<file path="config.mk">
export PLATFORM = sky130hd
export DESIGN_NAME = decoder_proj_fv
export DESIGN_NICKNAME = d
export VERILOG_FILES = /design/src/rtl/decoder_proj_fv.sv
export SDC_FILE = /design/constraint.sdc
export NUM_CORES = 1
export LEC_CHECK = 0
export ABC_AREA = 0
export CAP_MARGIN = 15
export CORE_MARGIN = 3
export CORE_UTILIZATION = 43
export CTS_BUF_LIST = sky130_fd_sc_hd__clkbuf_8
export CTS_CLUSTER_SIZE = 30
export DETAILED_ROUTE_END_ITERATION = 6
export PLACE_DENSITY_LB_ADDON = 0.25
export SLEW_MARGIN = 30
export SYNTH_ARGS = -nofsm -noshare
export SYNTH_HDL_FRONTEND = slang
export SYNTH_SLANG_ARGS = --single-unit
</file>
<file path="constraint.sdc">
create_clock -name clock -period 1 [get_ports clock]
set_input_delay 0.3 -clock clock [delete_from_list [all_inputs] [get_ports clock]]
set_output_delay 0.3 -clock clock [all_outputs]
set_load 0.05 [all_outputs]
</file>
<file path="src/rtl/decoder_proj_fv.sv">
// Registered 3-to-8 decoder (one-hot/thermometer, optional invert) with event counter and self-check flag.
// Latency: 1 cycle from io_in sample to io_out/valid/count/chk_err.
// Backpressure: none; hold freezes all state, every other edge loads new state.
module decoder_proj_fv #(
  parameter int CNT_W = 8,
  parameter int OUT_W = 8
) (
  input  logic             clock,
  input  logic             rst_n,
  input  logic [6:0]       io_in,
  output logic [OUT_W-1:0] io_out,
  output logic             valid,
  output logic [CNT_W-1:0] count,
  output logic             chk_err
);

  localparam logic [OUT_W-1:0] OUT_ONE = {{(OUT_W-1){1'b0}}, 1'b1};
  localparam logic [OUT_W-1:0] THERMO_BASE = {{(OUT_W-1){1'b1}}, 1'b0};
  localparam logic [CNT_W-1:0] CNT_ONE = {{(CNT_W-1){1'b0}}, 1'b1};

  logic [2:0]       addr;
  logic             hold;
  logic             en;
  logic             mode;
  logic             inv;
  logic [OUT_W-1:0] onehot;
  logic [OUT_W-1:0] thermo;
  logic [OUT_W-1:0] thermo_ref;
  logic [OUT_W-1:0] raw;
  logic [OUT_W-1:0] out_nxt;
  logic             onehot_bad;
  logic             chk_now;

  assign addr = io_in[2:0];
  assign hold = io_in[3];
  assign en   = io_in[4];
  assign mode = io_in[5];
  assign inv  = io_in[6];

  // Thermometer is built by shifting and, independently, by a per-bit compare so the check is meaningful.
  always_comb begin
    onehot       = '0;
    onehot[addr] = 1'b1;
    thermo       = ~(THERMO_BASE << addr);
    thermo_ref   = '0;
    for (int i = 0; i < OUT_W; i++) begin
      thermo_ref[i] = (i <= int'(addr));
    end
    raw        = mode ? onehot : thermo;
    onehot_bad = (raw == '0) || ((raw & (raw - OUT_ONE)) != '0);
    chk_now    = en && (mode ? onehot_bad : (raw != thermo_ref));
    out_nxt    = en ? (inv ? ~raw : raw) : {OUT_W{inv}};
  end

  always_ff @(posedge clock or negedge rst_n) begin
    if (!rst_n) begin
      io_out  <= '0;
      valid   <= 1'b0;
      count   <= '0;
      chk_err <= 1'b0;
    end else if (!hold) begin
      io_out  <= out_nxt;
      valid   <= en;
      chk_err <= chk_err | chk_now;
      if (en) begin
        count <= count + CNT_ONE;
      end
    end
  end

endmodule

</file>
==> flow_metrics.env, run 1 <==
export IMPL_cts_sinks=18
export IMPL_synthDistinctLibCells=31
export IMPL_clockBufferDepth=2
export IMPL_start_util=0.4875
export IMPL_grt_worst_setup_endpoint="count[1]"
export IMPL_yosysTopAreaCellShare=0.4972
export IMPL_muxShareOfSynthArea=0.01243
export IMPL_worst_ep_kind="output port"
export IMPL_hpwl_um=1869
export IMPL_synthesis_nets=92
export IMPL_yosys_warnings=0
export IMPL_synth_xor_xnor_area_share=0.06768
export IMPL_die_w_um=51.90
export IMPL_synth_top_family_by_area="simple AND/OR/NAND/NOR gates"
export IMPL_place_congestion=0.8598
export IMPL_yosys_cell_count_top_type="dfrtp_1"
export IMPL_synth_edf_count=0
export IMPL_synth_compound_area_frac=0.1312
export IMPL_grt_start_max_net_pins=19
export IMPL_syn_inst=82
export IMPL_dp_cells=147
export IMPL_avgSynthCellArea_um2=11.05
export IMPL_io_pins=27
export IMPL_failed_stage="global routing (5_1_grt)"
export IMPL_numCtsBuffers=3
export IMPL_outcome="did not finish"
export IMPL_synth_seq_area_share=0.4972
export IMPL_ys_ff_latch=18
export IMPL_ys_top_cells_by_area="dfrtp_1 50%, a221o_1 6.6%, xnor2_1 5.8%"
export IMPL_yosys_top_cells_count="18 x dfrtp_1, 7 x nand4_1, 6 x a221o_1, 6 x nand2_1, 6 x xnor2_1"
export IMPL_die_h_um=51.90
export IMPL_error_line="[ERROR DPL-0038] Utilization greater than 100%, impossible to legalize"
export IMPL_synth_simple_area_share=0.2528
export IMPL_cts_root_buf="clkbuf_8"
export IMPL_synth_flop_cell="dfrtp_1"
export IMPL_async_flop_share=1.000
export IMPL_postPlaceCellArea_mm2=0.001549
export IMPL_yosysTopAreaCell="dfrtp_1"
export IMPL_holdBufCountCts=0
export IMPL_htreeDepth=1
export IMPL_io_buffers=26
export IMPL_synthAdderAreaFrac=0.01381
export IMPL_fp_row_count=15
export IMPL_syn_area_um2=905.9
[logic make-up after synthesis]
logic type      count (synthesis)
fa+ha+maj                       1
xor+xnor                        7
compound gates                 15
buf+inv                         5
simple gates                   35
flops                          18
mux                             1
[stage by stage]
step | setup TNS [ps] | setup slack, ps
CTS | -3109 | -239.7
detailed placement | -10880 | -719.4
global placement | -10320 | -680.3
floorplan | -1337 | -224.3
[repair_timing]
action | in CTS
pin swaps | 8
resized for setup | 52
buffers inserted | 16
endpoints found under the hold margin | 0
endpoints found under the setup margin | 35
==> inputs of run 2 (changes only) <==
--- a/config.mk
+++ b/config.mk
@@ -7,12 +7,10 @@
 export LEC_CHECK = 0
 export ABC_AREA = 0
 export CAP_MARGIN = 15
-export CORE_MARGIN = 3
-export CORE_UTILIZATION = 43
-export CTS_BUF_LIST = sky130_fd_sc_hd__clkbuf_8
-export CTS_CLUSTER_SIZE = 30
+export CORE_AREA = 3 3 64 66
 export DETAILED_ROUTE_END_ITERATION = 6
-export PLACE_DENSITY_LB_ADDON = 0.25
+export DIE_AREA = 0 0 67 69
+export PLACE_DENSITY_LB_ADDON = 0.15
 export SLEW_MARGIN = 30
 export SYNTH_ARGS = -nofsm -noshare
 export SYNTH_HDL_FRONTEND = slang
==> constraint.sdc (replaced) <==
create_clock -name clock -period 1.3 [get_ports clock]
set_input_delay 0.39 -clock clock [delete_from_list [all_inputs] [get_ports clock]]
set_output_delay 0.39 -clock clock [all_outputs]
set_load 0.05 [all_outputs]
==> flow_metrics.env, run 2 <==
export IMPL_cts_resized=11
export IMPL_layout_commonest_cell="buf_12"
export IMPL_yosysTopAreaCellShare=0.4972
export IMPL_die_area_mm2=0.004623
export IMPL_peakVddDrop_mv=0.5414
export IMPL_setup_viol=0
export IMPL_avgSynthCellArea_um2=11.05
export IMPL_start_kind="register"
export IMPL_antennaDiodeCount=0
export IMPL_grt_start_max_net_pins=19
export IMPL_reg_top3="count x8, io_out x8"
export IMPL_fmax_mhz=786.4
export IMPL_synthesis_nets=92
export IMPL_grt_pass1_wl_um=3808
export IMPL_yosys_cell_count_top_type="dfrtp_1"
export IMPL_crit_path_max_fanout=6
export IMPL_drc=0
export IMPL_postPlaceCellArea_mm2=0.001506
export IMPL_grt_overflow=0
export IMPL_r2r_cells=2
export IMPL_wire_per_inst_um=12.86
export IMPL_syn_inst=82
export IMPL_antenna_found_initial=0
export IMPL_cp_arrival_ps=880
export IMPL_cpPeakStageDelay_ps=460
export IMPL_cts_sinks=18
export IMPL_yosys_top_cells_count="18 x dfrtp_1, 7 x nand4_1, 6 x a221o_1, 6 x nand2_1, 6 x xnor2_1"
export IMPL_fp_row_count=22
export IMPL_clock_skew_ps=3.393
export IMPL_drtAntennaViolNets=0
export IMPL_syn_area_um2=905.9
export IMPL_period_minus_slack_ps=1272
export IMPL_finalHoldViolations=0
export IMPL_grt_pass1_vias=847
export IMPL_cts_tree="done"
export IMPL_vias=785
export IMPL_core_area_mm2=0.003633
export IMPL_synth_flop_cell="dfrtp_1"
export IMPL_htreeDepth=1
export IMPL_timing_rr_start="count[0]"
export IMPL_syn_to_final_growth_pct=71.13
export IMPL_pwr_density_cell_mw_per_mm2=1656
export IMPL_place_congestion=0.8011
export IMPL_synthDistinctLibCells=31
export IMPL_p_leak_nw=0.6801
export IMPL_start_util=0.2493
export IMPL_crit_slowest_cell="dfrtp_2"
export IMPL_die_w_um=67
export IMPL_final_period_utilization=0.9781
export IMPL_rr_endpoint="count[1]"
export IMPL_grt_total_usage=0.1020
export IMPL_cts_post_setup_buffers_inserted=0
export IMPL_ys_ff_latch=18
export IMPL_dr_pass1_iters=2
export IMPL_relSlewSlack=0.7968
export IMPL_layout_drive_gt1_share=0.4463
export IMPL_use_met2=0.1736
export IMPL_fin_nets=132
export IMPL_io_pins=27
export IMPL_synth_seq_area_share=0.4972
export IMPL_design_area_mm2=0.001550
export IMPL_gr_usage_met1=0.1249
export IMPL_hpwl_um=1698
export IMPL_crit_chain="buf_12"
export IMPL_clockBufferDepth=2
export IMPL_cap_viol_max_count=0
export IMPL_hold_class="reg -> reg"
export IMPL_maxSlewViolCount=0
export IMPL_yosys_warnings=0
export IMPL_outcome="finished, final reports clean"
export IMPL_cts_root_buf="clkbuf_8"
export IMPL_yosysTopAreaCell="dfrtp_1"
export IMPL_hold_depth=0
export IMPL_path_buf_inv=1
export IMPL_routed_via_density=4.645
export IMPL_min_from="chk_err"
export IMPL_die_h_um=69
export IMPL_numCtsBuffers=3
export IMPL_use_met3=0.02117
export IMPL_critPathTopFamily="flip-flops"
export IMPL_grt_busiest_layer="met2"
export IMPL_rrSetupSlack_ps=170
export IMPL_synth_edf_count=0
export IMPL_crit_type="reg -> out"
export IMPL_clk_pin_slew_worst_paths_ps=70
export IMPL_holdBufCountCts=0
export IMPL_finalSetupTns_ps=0
export IMPL_end_kind="output port"
export IMPL_ys_top_cells_by_area="dfrtp_1 50%, a221o_1 6.6%, xnor2_1 5.8%"
export IMPL_drt_iter0_markers=22
export IMPL_io_buffers=26
export IMPL_worstPathRequired_ps=910
export IMPL_mostFrequentLayoutCells="19 x buf_12, 13 x dfrtp_1, 13 x buf_4, 7 x nand4_1"
export IMPL_routed_wl_um=2173
export IMPL_clkLatencyLatePin_ps=250
export IMPL_min_to="chk_err"
export IMPL_rsz0062_at_grt="false"
export IMPL_async_flop_share=1.000
export IMPL_worstMarginPinSlew_ps=303.7
-- run 2: cell counts after synthesis --
Identical to the previous run, type by type.
-- run 2: metrics by stage --
step / hold WS, ps / std cells / setup slack, ps / util / total power, mW
global route: 464.2 / 169 / 4.026 / 0.4267 / 2.682
CTS: 442.9 / 169 / 0.6873 / 0.4294 / 2.596
detailed placement: 426.5 / 165 / -503.0 / 0.4146 / 2.141
floorplan: 94.41 / 82 / -14.33 / - / 1.428
finish: 437.0 / 169 / 28.43 / 0.4267 / 2.568
global placement: 428.2 / 165 / -487.2 / 0.4146 / 2.120
-- run 2: logic make-up (layout without fill, tap and decap cells) --
group	count (synthesis)	count (layout)	synth area share
AOI/OAI and AO/OA	15	15	0.1312
xor gates and xnor gates	7	7	0.06768
adders and majority gates	1	1	0.01381
buffers and inverters	5	44	0.02486
DFF	18	18	0.4972
muxes	1	1	0.01243
and+or+nand+nor	35	35	0.2528
-- run 2: area by class of cell --
type,count,area (um2)
tap,48,60.06
clock buffer,4,55.05
multi-input combinational,59,442.9
timing repair buffer,40,535.5
fill,376,2083
sequential,18,456.7
-- run 2: report_power, final --
part           switching, mW  total, mW  leakage, nW  internal [mW]
logic                  0.600       1.21        0.431          0.612
registers              0.205      0.901        0.220          0.696
clock network          0.186      0.455       0.0288          0.269
total                  0.991       2.57        0.680           1.58
-- run 2: worst max path at each step --
stage | from | end | slack [ps] | cells past startpoint
CTS | count[4] | count[4] | 0.7 | 1
detailed placement | io_in[1] | io_out[1] | -500 | 4
finish | count[0] | count[0] | 30 | 1
floorplan | io_in[1] | io_out[1] | -10 | 3
global route | count[4] | count[4] | 4 | 1
global placement | io_in[1] | io_out[1] | -490 | 4
-- run 2: routing by layer --
layer  part of all wire  routed length (um)
met5                  0                   0
met4             0.0087                  19
met3              0.055                 120
met2               0.49                1056
met1               0.45                 976
Power figures use the tool's default switching activity.
==> inputs of run 3 (changes only) <==
--- a/config.mk
+++ b/config.mk
@@ -7,9 +7,10 @@
 export LEC_CHECK = 0
 export ABC_AREA = 0
 export CAP_MARGIN = 15
-export CORE_AREA = 3 3 64 66
+export CORE_AREA = 2 2 63 65
+export CTS_BUF_LIST = sky130_fd_sc_hd__clkbuf_16
 export DETAILED_ROUTE_END_ITERATION = 6
-export DIE_AREA = 0 0 67 69
+export DIE_AREA = 0 0 65 67
 export PLACE_DENSITY_LB_ADDON = 0.15
 export SLEW_MARGIN = 30
 export SYNTH_ARGS = -nofsm -noshare
==> flow_metrics.env, run 3 (synthesized netlist as in run 2, its figures left out) <==
export IMPL_outcome="finished, final reports clean"
export IMPL_core_area_mm2=0.003606
export IMPL_dr_pass1_iters=4
export IMPL_finalHoldViolations=0
export IMPL_layout_drive_gt1_share=0.4274
export IMPL_cap_viol_max_count=0
export IMPL_path_buf_inv=1
export IMPL_rsz0062_at_grt="true"
export IMPL_timing_rr_start="count[0]"
export IMPL_rr_endpoint="count[1]"
export IMPL_power_mw=2.737
export IMPL_routed_via_density=4.610
export IMPL_start_kind="input pin"
export IMPL_setup_viol=0
export IMPL_cts_root_buf="clkbuf_16"
export IMPL_p_leak_nw=0.7097
export IMPL_critPathTopFamily="simple AND/OR/NAND/NOR gates"
export IMPL_fillers=339
export IMPL_die_area_mm2=0.004355
export IMPL_pwr_density_cell_mw_per_mm2=1696
export IMPL_routed_wl_um=2183
export IMPL_holdWs_ps=431.4
export IMPL_wire_per_inst_um=12.69
export IMPL_maxSlewViolCount=0
export IMPL_crit_type="in -> reg"
export IMPL_start_util=0.2512
export IMPL_clock_skew_ps=1.075
export IMPL_die_h_um=67
export IMPL_setup_ws_ps=27.31
export IMPL_cp_arrival_ps=1400
export IMPL_grt_total_usage=0.1098
export IMPL_clkLatencyLatePin_ps=240
export IMPL_relSlewSlack=0.7853
export IMPL_grt_pass1_wl_um=3670
export IMPL_hpwl_um=1637
export IMPL_grt_start_max_net_pins=19
export IMPL_drt_iter0_markers=25
export IMPL_grt_overflow=0
export IMPL_clockBufferDepth=2
export IMPL_die_w_um=65
export IMPL_cts_sinks=18
export IMPL_hold_depth=0
export IMPL_place_congestion=0.7674
export IMPL_grt_pass1_vias=760
export IMPL_fp_row_count=22
export IMPL_worstPathRequired_ps=1430
export IMPL_final_period_utilization=0.9790
export IMPL_crit_chain="clkdlybuf4s15_2 -> or3_4 -> and4_4 -> a221o_1"
export IMPL_holdBufCountCts=0
export IMPL_fin_nets=135
export IMPL_min_from="chk_err"
export IMPL_min_to="chk_err"
export IMPL_rrSetupSlack_ps=160
export IMPL_io_buffers=26
export IMPL_crit_path_max_fanout=5
export IMPL_period_minus_slack_ps=1273
export IMPL_drc=0
export IMPL_worstMarginPinSlew_ps=320.8
export IMPL_peakVddDrop_mv=0.5703
export IMPL_reg_top3="count x8, io_out x8"
export IMPL_vias=793
export IMPL_antennaDiodeCount=0
export IMPL_hold_class="reg -> reg"
export IMPL_end_kind="register"
export IMPL_antenna_found_initial=0
export IMPL_fmax_mhz=785.7
export IMPL_io_pins=27
export IMPL_numCtsBuffers=3
export IMPL_htreeDepth=1
export IMPL_clk_pin_slew_worst_paths_ps=50
export IMPL_cpPeakStageDelay_ps=370
export IMPL_syn_to_final_growth_pct=78.18
export IMPL_r2r_cells=2
export IMPL_mostFrequentLayoutCells="19 x buf_12, 15 x buf_4, 14 x dfrtp_1, 7 x nand4_1"
export IMPL_place_ws_ps=-517.2
export IMPL_drtAntennaViolNets=0
export IMPL_layout_commonest_cell="buf_12"
export IMPL_crit_slowest_cell="or3_4"
export IMPL_cts_tree="done"
## run 3: cell types whose count changed in the layout (fill, tap and decap cells not counted), sizes merged
cell	before	now
buf	32	35
clkdlybuf4s15	1	3
dlygate4sd2	2	3
clkbuf	8	4
clkinv	0	1
## run 3: worst max-delay path by stage
stage	start	end	slack [ps]	depth (start not counted)
finish	io_in[1]	io_out[1]	30	4
global route	io_in[3]	count[2]	-30	5
CTS	io_in[2]	io_out[1]	6	4
detailed placement	io_in[1]	io_out[1]	-520	4
global placement	io_in[1]	io_out[1]	-510	4
floorplan	io_in[1]	io_out[1]	-10	3
## run 3: layout make-up
| cell class | instances | area (um2) | area share |
|---|---|---|---|
| flip-flops and latches | 18 | 455.4 | 0.2822 |
| repair buffers | 43 | 576.8 | 0.3574 |
| multi-input cells | 59 | 442.9 | 0.2744 |
| clock buffers | 3 | 75.07 | 0.04651 |
| clock inverters | 1 | 3.754 | 0.002326 |
| well taps | 48 | 60.06 | 0.03721 |
## run 3: routing by layer
layer	up-vias	share of wire	track usage
met5	-	0	0
met4	0	0.0060	0.03191
met3	2	0.049	0.03041
met2	19	0.46	0.1714
met1	378	0.49	0.1478
li1	394	-	-
## run 3: through the flow
stage	cells	TNS (ps)	utilization	cell area, um2
floorplan	82	-14.33	-	910.9
global placement	167	-6766	0.4219	1521
global route	172	-91.18	0.4476	1614
detailed placement	167	-6894	0.4219	1521
CTS	171	0	0.4455	1607
finish	172	0	0.4476	1614
## run 3: timing repair
item / CTS / global route
resized for setup: 13 / 6
setup buffers: 0 / 1
endpoints found under the hold margin: 0 / 0
pin swaps: 0 / 1
setup endpoints to repair: 16 / 7
## run 3: power by group
part	total (mW)	internal [mW]	switching [mW]
registers	0.894	0.694	0.200
logic	1.23	0.622	0.603
clock network	0.617	0.409	0.209
total	2.74	1.72	1.01
## run 3: worst register-to-register path, stage by stage, from the launching register on
cell	delay [ps]
dfrtp_2	450
ha_1	310
mux2_2	260
==> RTL edit (config.mk and constraints of run 3) <==
Change the parameter `OUT_W` from 8 to 9.
--- a/src/rtl/decoder_proj_fv.sv
+++ b/src/rtl/decoder_proj_fv.sv
@@ -3,7 +3,7 @@
 // Backpressure: none; hold freezes all state, every other edge loads new state.
 module decoder_proj_fv #(
   parameter int CNT_W = 8,
-  parameter int OUT_W = 8
+  parameter int OUT_W = 9
 ) (
   input  logic             clock,
   input  logic             rst_n,
Interface: changed (resized io_out); port bits go from 27 to 28. No check against the original RTL was run, so the function may have changed too.
==> RTL edit against run 3 <==
  * Area after synthesis grew 8.8%
  * Die area is the same
  * Wire length grew 0.73%
  * Synthesized cell count grew 15%
  * Final cell count grew 3.5%
  * Final area increased by 2.7%
  * Clock skew is 0.87 ps higher
  * Global-route usage is 0.080 points higher
  * Total power increased by 3.4%
  * Worst setup slack improved by 4.7 ps
  * Via count up 8.1%
  * Sequential cell count increased by 1
==> RTL edit: results (changes against run 3) <==
run_status:
  status: "complete, no violations"  # unchanged
synth:
  async_flop_share: 1.00  # unchanged
  synth_common_cells: "dfrtp_1, nand2_1, nand4_1, xnor2_1, o311ai_1"  # was dfrtp_1, nand4_1, a221o_1, nand2_1, xnor2_1
  synth_compound_area_frac: 0.150  # was 0.131
  synthTopCellsByArea: "dfrtp_1, xnor2_1, o311ai_1"  # was dfrtp_1, a221o_1, xnor2_1
  synth.area.mux_share: 0.0254  # was 0.0124
  syn_inst: 94  # was 82
  synth_xor_area_frac: 0.0622  # was 0.0677
  synth_flop_cell: "dfrtp_1"  # unchanged
  ys_seq_area_frac: 0.482  # was 0.497
  synth_cell_types: 38  # was 31
  synth_fa_ha_area_frac: 0.0127  # was 0.0138
  synth_nets: 104  # was 92
critical_path:
  cp_top_family: "flip-flops"  # was simple AND/OR/NAND/NOR gates
  arrival_ps: 880  # was 1400 ps
  slowest_delay_ps: 460  # was 370 ps
  worstPathMaxFanout: 6  # was 5
  crit_slowest_cell: "dfrtp_2"  # was or3_4
finish:
  stdcell_count: 178  # was 172
  top_regs: "io_out x9, count x8"  # was count x8, io_out x8
  fin_nets: 141  # was 135
  final_util: 0.460  # was 0.448
  nFillCells: 327  # was 339
  drive_gt1_frac: 0.362  # was 0.427
place:
  dp_hpwl_mm: 1.65  # was 1.64 mm
  place_congestion: 0.743  # was 0.767
  pre_cts_ws_ps: -440  # was -517 ps
  place_inst: 173  # was 167
  io_buffers: 27  # was 26
  placed_area_sq_um: 1560  # was 1520 sq um
global_route:
  antenna_found_initial: 0  # unchanged
  grt_pass1_vias: 843  # was 760
  globalRouteTotalUtil: 0.111  # was 0.110
  grt_max_degree: 20  # was 19
  grt_first_pass_wirelength_mm: 3.77  # was 3.67 mm
clock_network:
  cts.path.max_buffers: 2  # unchanged
  cts_made_buffers: 3  # unchanged
  cts_resized: 13  # unchanged
  cts-htree-levels: 1  # unchanged
  clkTransAtPathRegs_ps: 60
  insertion_delay_ps: 250
detailed_routing:
  wl_mm: 2.20  # was 2.18 mm
  detail_route.iter0.violations: 55  # was 25
  drt_pass1_iterations: 4  # unchanged
  vias_per_cell: 4.81  # was 4.61
pwr:
  ir_worst_vdd_v: 0.000585  # was 0.000570 V
  p_sw_uw: 1050  # was 1010 uW
  intPower_uw: 1780  # was 1720 uW
  p_clk_frac: 0.222  # was 0.226
  power.leakage_uw: 0.000720  # was 0.000710 uW
timing:
  skew_ps: 1.94  # was 1.07 ps
  maxSlewHeadroom: 0.771  # was 0.785
  hold_viol_final: 0  # unchanged
RTL edit: area by class of cell:
class                   count  area share
repair buffers             39       0.340
flip-flops and latches     19       0.291
multi-input cells          66       0.281
clock buffers               3      0.0453
well taps                  48      0.0362
inverters                   2     0.00453
clock inverters             1     0.00302
RTL edit: path summary, 6_finish.rpt:
check / start / endpoint / slack [ps] / depth (start not counted)
setup / recovery: count[0] / count[0] / 30 / 1
hold / removal: chk_err / chk_err / 440 / 0
setup reg to reg: count[0] / count[1] / 170 / 2
hold reg to reg: chk_err / chk_err / 440 / 0
max in group asynchronous: rst_n / count[4] / 670 / 2
min in group asynchronous: rst_n / count[7] / 490 / 2
RTL edit: per-layer routing:
metal | GRT usage | routed length [um] | vias to the layer above
met5 | 0 | 0 | -
met4 | 0.0399 | 17 | 0
met3 | 0.0186 | 126 | 2
met2 | 0.195 | 1090 | 20
met1 | 0.136 | 960 | 422
li1 | - | - | 413
